### src/rtl/weight_pkg.sv
// rtl/weight_pkg.sv - shared widths, FSM state type and credit width helper for the weight tile loader
package weight_pkg;

    localparam int DEF_WEIGHT_BW   = 8;
    localparam int DEF_NUM_PE_ROWS = 8;
    localparam int DEF_MATRIX_SIZE = 8;
    localparam int DEF_FIFO_DEPTH  = 4;

    localparam int ROW_W  = DEF_WEIGHT_BW * DEF_MATRIX_SIZE;
    localparam int TILE_W = ROW_W * DEF_NUM_PE_ROWS;

    typedef enum logic {
        FILL   = 1'b0,
        COMMIT = 1'b1
    } state_t;

    // Counter must hold 0..depth inclusive.
    function automatic int credit_width(input int depth);
        return $clog2(depth + 1);
    endfunction

endpackage

### src/rtl/weight_tile_loader_if.sv
// rtl/weight_tile_loader_if.sv - row beat stream into the weight tile loader
interface weight_tile_loader_if #(
    parameter int ROW_W = weight_pkg::ROW_W
);
    logic             in_valid;
    logic             in_ready;
    logic [ROW_W-1:0] in_row;
    logic             in_last;

    modport master (output in_valid, output in_row, output in_last, input in_ready);
    modport slave  (input in_valid, input in_row, input in_last, output in_ready);

endinterface

### src/rtl/credit_counter.sv
// rtl/credit_counter.sv - saturating up/down counter, resets to MAX; reusable for FIFO feeders
module credit_counter #(
    parameter int MAX = 4,
    parameter int W   = $clog2(MAX + 1)
) (
    input  logic         clk,
    input  logic         rst,
    input  logic         inc,
    input  logic         dec,
    output logic [W-1:0] count
);

    localparam logic [W-1:0] MAX_C = W'(MAX);

    // Simultaneous inc and dec cancel; each direction saturates on its own bound.
    always_ff @(posedge clk or posedge rst) begin
        if (rst) begin
            count <= MAX_C;
        end else if (inc && !dec && count < MAX_C) begin
            count <= count + 1'b1;
        end else if (dec && !inc && count != '0) begin
            count <= count - 1'b1;
        end
    end

endmodule

### src/rtl/weight_tile_loader.sv
// rtl/weight_tile_loader.sv - packs row beats into tiles and writes them to a credit-tracked FIFO; option WEIGHT_TILE_LOADER_PARTIAL_EN
module weight_tile_loader
    import weight_pkg::*;
#(
    parameter int WEIGHT_BW   = DEF_WEIGHT_BW,
    parameter int NUM_PE_ROWS = DEF_NUM_PE_ROWS,
    parameter int MATRIX_SIZE = DEF_MATRIX_SIZE,
    parameter int FIFO_DEPTH  = DEF_FIFO_DEPTH
) (
    input  logic                                          clk,
    input  logic                                          rst,
    weight_tile_loader_if.slave                           row_in,
    input  logic                                          fifo_rd,
    output logic                                          fifo_wr_en,
    output logic [WEIGHT_BW*NUM_PE_ROWS*MATRIX_SIZE-1:0]  fifo_data,
    output logic [credit_width(FIFO_DEPTH)-1:0]           credits,
    output logic [15:0]                                   tiles_written
);

    localparam int ROW_BITS  = WEIGHT_BW * MATRIX_SIZE;
    localparam int TILE_BITS = ROW_BITS * NUM_PE_ROWS;
    localparam int RC_W      = (NUM_PE_ROWS > 1) ? $clog2(NUM_PE_ROWS) : 1;
    localparam logic [RC_W-1:0] LAST_IDX = RC_W'(NUM_PE_ROWS - 1);

    state_t              state;
    state_t              state_n;
    logic [RC_W-1:0]     row_cnt;
    logic [TILE_BITS-1:0] tile;
    logic                accept;
    logic                tile_done;
    logic                ready_c;
    logic                wr_c;

    assign accept = row_in.in_valid & (state == FILL);

`ifdef WEIGHT_TILE_LOADER_PARTIAL_EN
    // Unfilled rows are already zero because the tile clears on every commit.
    assign tile_done = accept & ((row_cnt == LAST_IDX) | row_in.in_last);
`else
    logic unused_last;
    assign unused_last = row_in.in_last;
    assign tile_done   = accept & (row_cnt == LAST_IDX);
`endif

    always_ff @(posedge clk or posedge rst) begin
        if (rst) begin
            state <= FILL;
        end else begin
            state <= state_n;
        end
    end

    // Write depends only on registered state and credits, never on fifo_rd directly.
    always_comb begin
        state_n = state;
        ready_c = 1'b0;
        wr_c    = 1'b0;
        case (state)
            FILL: begin
                ready_c = 1'b1;
                if (tile_done) begin
                    state_n = COMMIT;
                end
            end
            COMMIT: begin
                if (credits != '0) begin
                    wr_c    = 1'b1;
                    state_n = FILL;
                end
            end
            default: state_n = FILL;
        endcase
    end

    always_ff @(posedge clk or posedge rst) begin
        if (rst) begin
            tile          <= '0;
            row_cnt       <= '0;
            tiles_written <= '0;
        end else if (wr_c) begin
            tile          <= '0;
            tiles_written <= tiles_written + 16'd1;
        end else if (accept) begin
            tile[row_cnt*ROW_BITS +: ROW_BITS] <= row_in.in_row;
            row_cnt <= tile_done ? '0 : row_cnt + 1'b1;
        end
    end

    credit_counter #(
        .MAX (FIFO_DEPTH),
        .W   (credit_width(FIFO_DEPTH))
    ) u_credits (
        .clk   (clk),
        .rst   (rst),
        .inc   (fifo_rd),
        .dec   (wr_c),
        .count (credits)
    );

    assign row_in.in_ready = ready_c;
    assign fifo_wr_en      = wr_c;
    assign fifo_data       = tile;

endmodule

### src/flat_wrapper.sv
// flat-port wrapper written by rule: the top's interface ports become plain ports
module weight_tile_loader_flat import weight_pkg::*;
#(
    parameter int WEIGHT_BW   = DEF_WEIGHT_BW,
    parameter int NUM_PE_ROWS = DEF_NUM_PE_ROWS,
    parameter int MATRIX_SIZE = DEF_MATRIX_SIZE,
    parameter int FIFO_DEPTH  = DEF_FIFO_DEPTH
)
  (clk, rst, fifo_rd, fifo_wr_en, fifo_data, credits, tiles_written, row_in_in_valid, row_in_in_row, row_in_in_last, row_in_in_ready);
  weight_tile_loader_if #(.ROW_W(64)) row_in_i ();
  input  logic clk;
  input  logic rst;
  input  logic fifo_rd;
  output logic fifo_wr_en;
  output logic [WEIGHT_BW*NUM_PE_ROWS*MATRIX_SIZE-1:0] fifo_data;
  output logic [credit_width(FIFO_DEPTH)-1:0] credits;
  output logic [15:0] tiles_written;
  input wire logic [$bits(row_in_i.in_valid)-1:0] row_in_in_valid;
  input wire logic [$bits(row_in_i.in_row)-1:0] row_in_in_row;
  input wire logic [$bits(row_in_i.in_last)-1:0] row_in_in_last;
  output wire logic [$bits(row_in_i.in_ready)-1:0] row_in_in_ready;
  assign row_in_i.in_valid = row_in_in_valid;
  assign row_in_i.in_row = row_in_in_row;
  assign row_in_i.in_last = row_in_in_last;
  assign row_in_in_ready = row_in_i.in_ready;
  weight_tile_loader #(.WEIGHT_BW(WEIGHT_BW), .NUM_PE_ROWS(NUM_PE_ROWS), .MATRIX_SIZE(MATRIX_SIZE), .FIFO_DEPTH(FIFO_DEPTH)) u_core (.clk(clk), .rst(rst), .row_in(row_in_i), .fifo_rd(fifo_rd), .fifo_wr_en(fifo_wr_en), .fifo_data(fifo_data), .credits(credits), .tiles_written(tiles_written));
endmodule
### config.mk
export PLATFORM = sky130hd
export DESIGN_NAME = weight_tile_loader_flat
export DESIGN_NICKNAME = d
export VERILOG_FILES = /design/src/rtl/weight_pkg.sv /design/src/rtl/weight_tile_loader_if.sv /design/src/rtl/credit_counter.sv /design/src/rtl/weight_tile_loader.sv /design/src/flat_wrapper.sv
export SDC_FILE = /design/constraint.sdc
export NUM_CORES = 1
export LEC_CHECK = 0
export BUFFER_PORTS_ARGS = -buffer_cell sky130_fd_sc_hd__buf_2
export CAP_MARGIN = 20
export CORE_AREA = 2 2 231 233
export DETAILED_ROUTE_END_ITERATION = 16
export DIE_AREA = 0 0 233 235
export PLACE_DENSITY_LB_ADDON = 0.25
export SYNTH_ARGS = -nofsm -noshare
export SYNTH_HDL_FRONTEND = slang
export SYNTH_SLANG_ARGS = --single-unit
### constraint.sdc
create_clock -name clk -period 26.8 [get_ports clk]
set_input_delay 4.02 -clock clk [delete_from_list [all_inputs] [get_ports clk]]
set_output_delay 4.02 -clock clk [all_outputs]
set_load 0.01 [all_outputs]
======== Yosys cells after proc, flatten, opt, wreduce, memory -nomap -nowiden ========
Index checks and enable logic that the tools add are counted.
W data, S select, Z words.
word-level totals
  flip-flop bits (word level) ............. 535
  output and inout bits ................... 533
  logic and storage cells ................. 40
operators by class
  add/sub/neg operators ................... 5
  magnitude comparators ................... 1
  equality and inequality tests ........... 1
  shift operators ......................... 2
  multiplexer cells ....................... 12
  bitwise gates (word level) .............. 4
  reductions and logical operators ........ 10
operator list
  cell                         number
  $mux W512                    2
  $bwmux W512                  1
  $shift A64 B34 Y512 const A  1
  $shiftx A64 B34 Y512         1
  $neg A9 Y34                  1
  $add A16 B1 Y16 const B      1
  $mux W3                      3
  $add A3 B1 Y3 const B        2
  $mux W1                      5
  $logic_and A1 B1 Y1          4
  $reduce_bool A2 Y1           2
  $eq A3 B3 Y1 const B         1
  $lt A3 B3 Y1 const B         1
  $reduce_bool A3 Y1           1
  $sub A3 B1 Y3 const B        1
  $and A1 B1 Y1                2
  $logic_not A1 Y1             2
  $not A1 Y1                   2
  $pmux W1 S2                  1
  $reduce_and A2 Y1            1

======== Longest topological paths before layout ========
  word-level depth ........................ 7
  gate-level depth with buffers ........... 11
  gate-level depth less buffers ........... 7

======== By module ========
A second synthesis with hierarchy kept.
second synthesis, totals
  cells, all modules ...................... 1,619
  area, all modules ....................... 20,551.0 um2
by module, submodules not included
  module              instances  cells each  area an instance (um2)  sequential area each (um2)
  weight_tile_loader  1          1,599       20,350.8                13,312.8
  credit_counter      1          20          200.2                   76.3

======== Worst setup path before layout ========
No wires, ideal clock.
  kind .................................... register -> output
  start ................................... register u_core.u_credits.count[2]
  end ..................................... output fifo_wr_en
  data arrival time ....................... 1,497 ps
  data required time ...................... 22,780 ps
  setup slack ............................. 21,283 ps
  stages on the path, launching flop included .. 6
  path through ............................ dfstp_2 > buf_2 > o31ai_4 > inv_4 > buf_2 > buf_1
between the ends
  word-level cells in the longest chain between the ends .. 3
RTL lines
  element                 RTL line                  RTL
  from (decl)             credit_counter.sv:10      output logic [W-1:0] count
  from (signal assigned)  credit_counter.sv:20      count <= count + 1'b1;
  from (signal assigned)  credit_counter.sv:22      count <= count - 1'b1;
  $reduce_bool A3 Y1      weight_tile_loader.sv:66  if (credits != '0) begin
  $mux W1                 weight_tile_loader.sv:66
  $mux W1                 weight_tile_loader.sv:58  case (state)
  to (decl)               flat_wrapper.sv:14        output logic fifo_wr_en;
No other way between the ends.

======== Final worst setup path ========
  start ................................... input row_in_in_valid
  end ..................................... register u_core.tile[511] (netlist: u_core.fifo_data[511])
between the ends
  word-level cells in the longest chain between the ends .. 2
RTL lines
  element                          RTL line                  RTL
  from (decl)                      flat_wrapper.sv:18        input wire logic [$bits(row_in_i.in_valid)-1:0] row_in_in_valid;
  $and A1 B1 Y1                    weight_tile_loader.sv:34  assign accept = row_in.in_valid & (state == FILL);
  $reduce_bool A2 Y1 (no line)     --
  to (signal, indexed assignment)  weight_tile_loader.sv:84  tile[row_cnt*ROW_BITS +: ROW_BITS] <= row_in.in_row;
  to (decl)                        weight_tile_loader.sv:28  logic [TILE_BITS-1:0] tile;
No other way between the ends.
A chain may end at the register's enable or synchronous reset.

==> impl_metrics.yaml <==
route:
  routed-via-count: 15400
  avgViaCountPerCell: 5.61
  avgRoutedWirePerCell_um: 26.6
  wl_um: 73200
  drt_iter0_markers: 1183
  drt.antenna.violating_nets: 0
  drtPass1Iterations: 7
  drc: 0
cts:
  clock_sinks: 535
  postCtsResizedCells: 0
  cts_max_level: 2
  cts_buffers: 56
  cts_buffer_depth: 3
  post_cts_buffers: 0
  clk_pin_slew_worst_paths_ns: 0.06
  cts_tree: "built"
  cts-root-buf: "clkbuf_16"
  ctsHoldBuffers: 0
  clkLatencyLatePin_ns: 0.60
timing:
  fmax_mhz: 166
  slew_viol_final: 0
  worst-slew-pin-transition_ns: 1.03
  hold_viol: 0
  finalSetupViolCount: 0
  maxSlewHeadroom: 0.314
  rsz0062_at_grt: "false"
  period_minus_slack_ns: 6.02
  fin_crit_sh: 0.225
  setup_tns_ns: 0
  fin_skew_ns: 0.0120
setup_path:
  crit_family: "compound AO/OA/AOI/OAI gates"
  start_kind: "primary input"
  worstPathCellList: "buf_2 > nand2b_1 > nor3_2 > buf_4 > a21oi_4 > buf_4 > a22o_1"
  cp_max_fo: 40
  path_class: "primary input to flop"
  setup.worst_path.end_class: "flop"
  path_common_cell: "buf_4"
  required_ns: 27.32
  cp_slowest_cell: "a21oi_4"
  critPathBufInv: 3
  worstPathArrival_ns: 6.54
  slowest_delay_ns: 0.81
floorplanning:
  core-area_um2: 52200
  die_area_um2: 54800
  initial_core_util: 0.382
  ios: 602
  dieHeight_um: 235
  core.rowCount: 84
  die_w_um: 233
placement:
  portBuffers: 600
  place_inst: 2644
  place.gp.congestion: 0.818
  hpwlAfterDp_um: 48100
yosys:
  synth_cell_types: 45
  synth_most_common_cell: "dfrtp_1"
  synth_seq_cells: 535
  synthFlopType: "dfrtp_1"
  yosys.area.top_type: "dfrtp_1"
  syn-num-nets: 1593
  synth_async_sr_flop_share: 1.00
  yosys-top-cells-count: "dfrtp_1, a22o_1, nand2_1"
  synth_top_area_frac: 0.670
  syn_area_um2: 20000
  synth_area_leaders: "dfrtp_1, a22o_1, nand2_1"
  syn-instance-count: 1514
  ys_warn_count: 0
  synth_edf_count: 0
  synth_seq_area_share: 0.671
  synth_area_per_cell_um2: 13.2
layout:
  drive_gt1_frac: 0.359
  seqCellArea_um2: 13400
  finalNetCount: 2093
  instances_no_fill: 2748
  multiInputGateArea_um2: 5760
  area_growth_syn_to_layout_pct: 26.3
  fillers: 4744
global_route:
  grt_pass1_wl_um: 108000
  grt_pass1_vias: 15500
  grt-ovfl-total: 0
  grt_max_degree: 156
  antenna_found_initial: 4
  groute.usage.overall: 0.264
run_status:
  status: "finished clean"
run:
  cap_violations: 0
pwr:
  leakage_uw: 0.0136
  peakVddDrop_v: 0.0000620
  p_per_area_nw_per_um2: 125
hold_path:
  hold_class: "flop to flop"
==> logic make-up after synthesis <==
kind of cell / synth area share
XOR/XNOR: 0.00702
AO/OA/AOI/OAI: 0.218
buffers and inverters: 0.0441
flip-flops: 0.671
adder cells (fa/ha/maj): 0.00665
AND/OR/NAND/NOR: 0.0531
==> report_power, final <==
group	internal [uW]	switching, uW
Sequential	1110	182
Clock	481	322
Combinational	449	615
Total	2040	1120
==> per-stage QoR <==
stage,setup slack (ns),util,area [um^2],power [uW],hold WS [ns]
2_1_floorplan,7.83,-,20000,1840,0.504
3_3_place_gp,20.26,0.445,23200,2340,0.458
3_5_place_dp,20.20,0.446,23300,2370,0.461
4_1_cts,20.82,0.482,25200,3180,0.468
5_1_grt,20.67,0.482,25200,3330,0.487
6_report,20.78,0.482,25200,3160,0.474
==> cells in the final DEF, fill, tap and decap left out, drive strengths merged, types with 2 or more instances in the layout <==
cell type / instances
nor2b: 2
nor3b: 2
or3: 4
clkbuf: 85
nand3b: 2
nand2: 154
and4: 2
inv: 9
nand4: 14
nor4: 2
a21oi: 23
ha: 9
clkinv: 7
o221ai: 2
nor2: 8
diode: 3
a22o: 433
xnor2: 7
o21ai: 69
nand2b: 6
dfrtp: 534
bufinv: 6
nor3: 12
clkinvlp: 2
nand3: 13
and3: 5
xor2: 9
buf: 626
==> layer usage <==
metal | vias up | wire length (um) | global-route usage
met3 | 115 | 5970 | 0.0703
li1 | 6520 | - | -
met4 | 2 | 2270 | 0.0925
met5 | - | 12 | 0
met2 | 698 | 34200 | 0.414
met1 | 8089 | 30700 | 0.353
==> flip-flops by register name, summed over array words and instances, names as in the netlist <==
signal,count
u_core.row_cnt,3
u_core.u_credits.count,3
u_core.tiles_written,16
u_core.fifo_data,512
u_core.state,1
==> final cells by class <==
class,instances,area share
diodes,3,0.000298
clock buffers,85,0.0655
clock inverters,16,0.00948
inverters,8,0.00159
multi-input cells,787,0.229
flip-flops and latches,535,0.531
well taps,688,0.0342
repair buffers,626,0.129
==> worst paths after layout <==
path	from	endpoint	slack (ns)	cells after the start
min	u_core.tiles_written[15]$_DFFE_PP0N_	u_core.tiles_written[15]$_DFFE_PP0N_	0.47	1
max	row_in_in_valid	u_core.fifo_data[511]$_DFFE_PP0P_	20.78	7
max reg2reg	u_core.row_cnt[0]$_DFFE_PP0P_	u_core.fifo_data[155]$_DFFE_PP0P_	22.95	8
min in group asynchronous	rst	u_core.fifo_data[394]$_DFFE_PP0P_	3.61	2
max in group asynchronous	rst	u_core.fifo_data[434]$_DFFE_PP0P_	21.08	4
min reg2reg	u_core.tiles_written[15]$_DFFE_PP0N_	u_core.tiles_written[15]$_DFFE_PP0N_	0.47	1
Note: power is estimated with default switching activity, not from simulation.
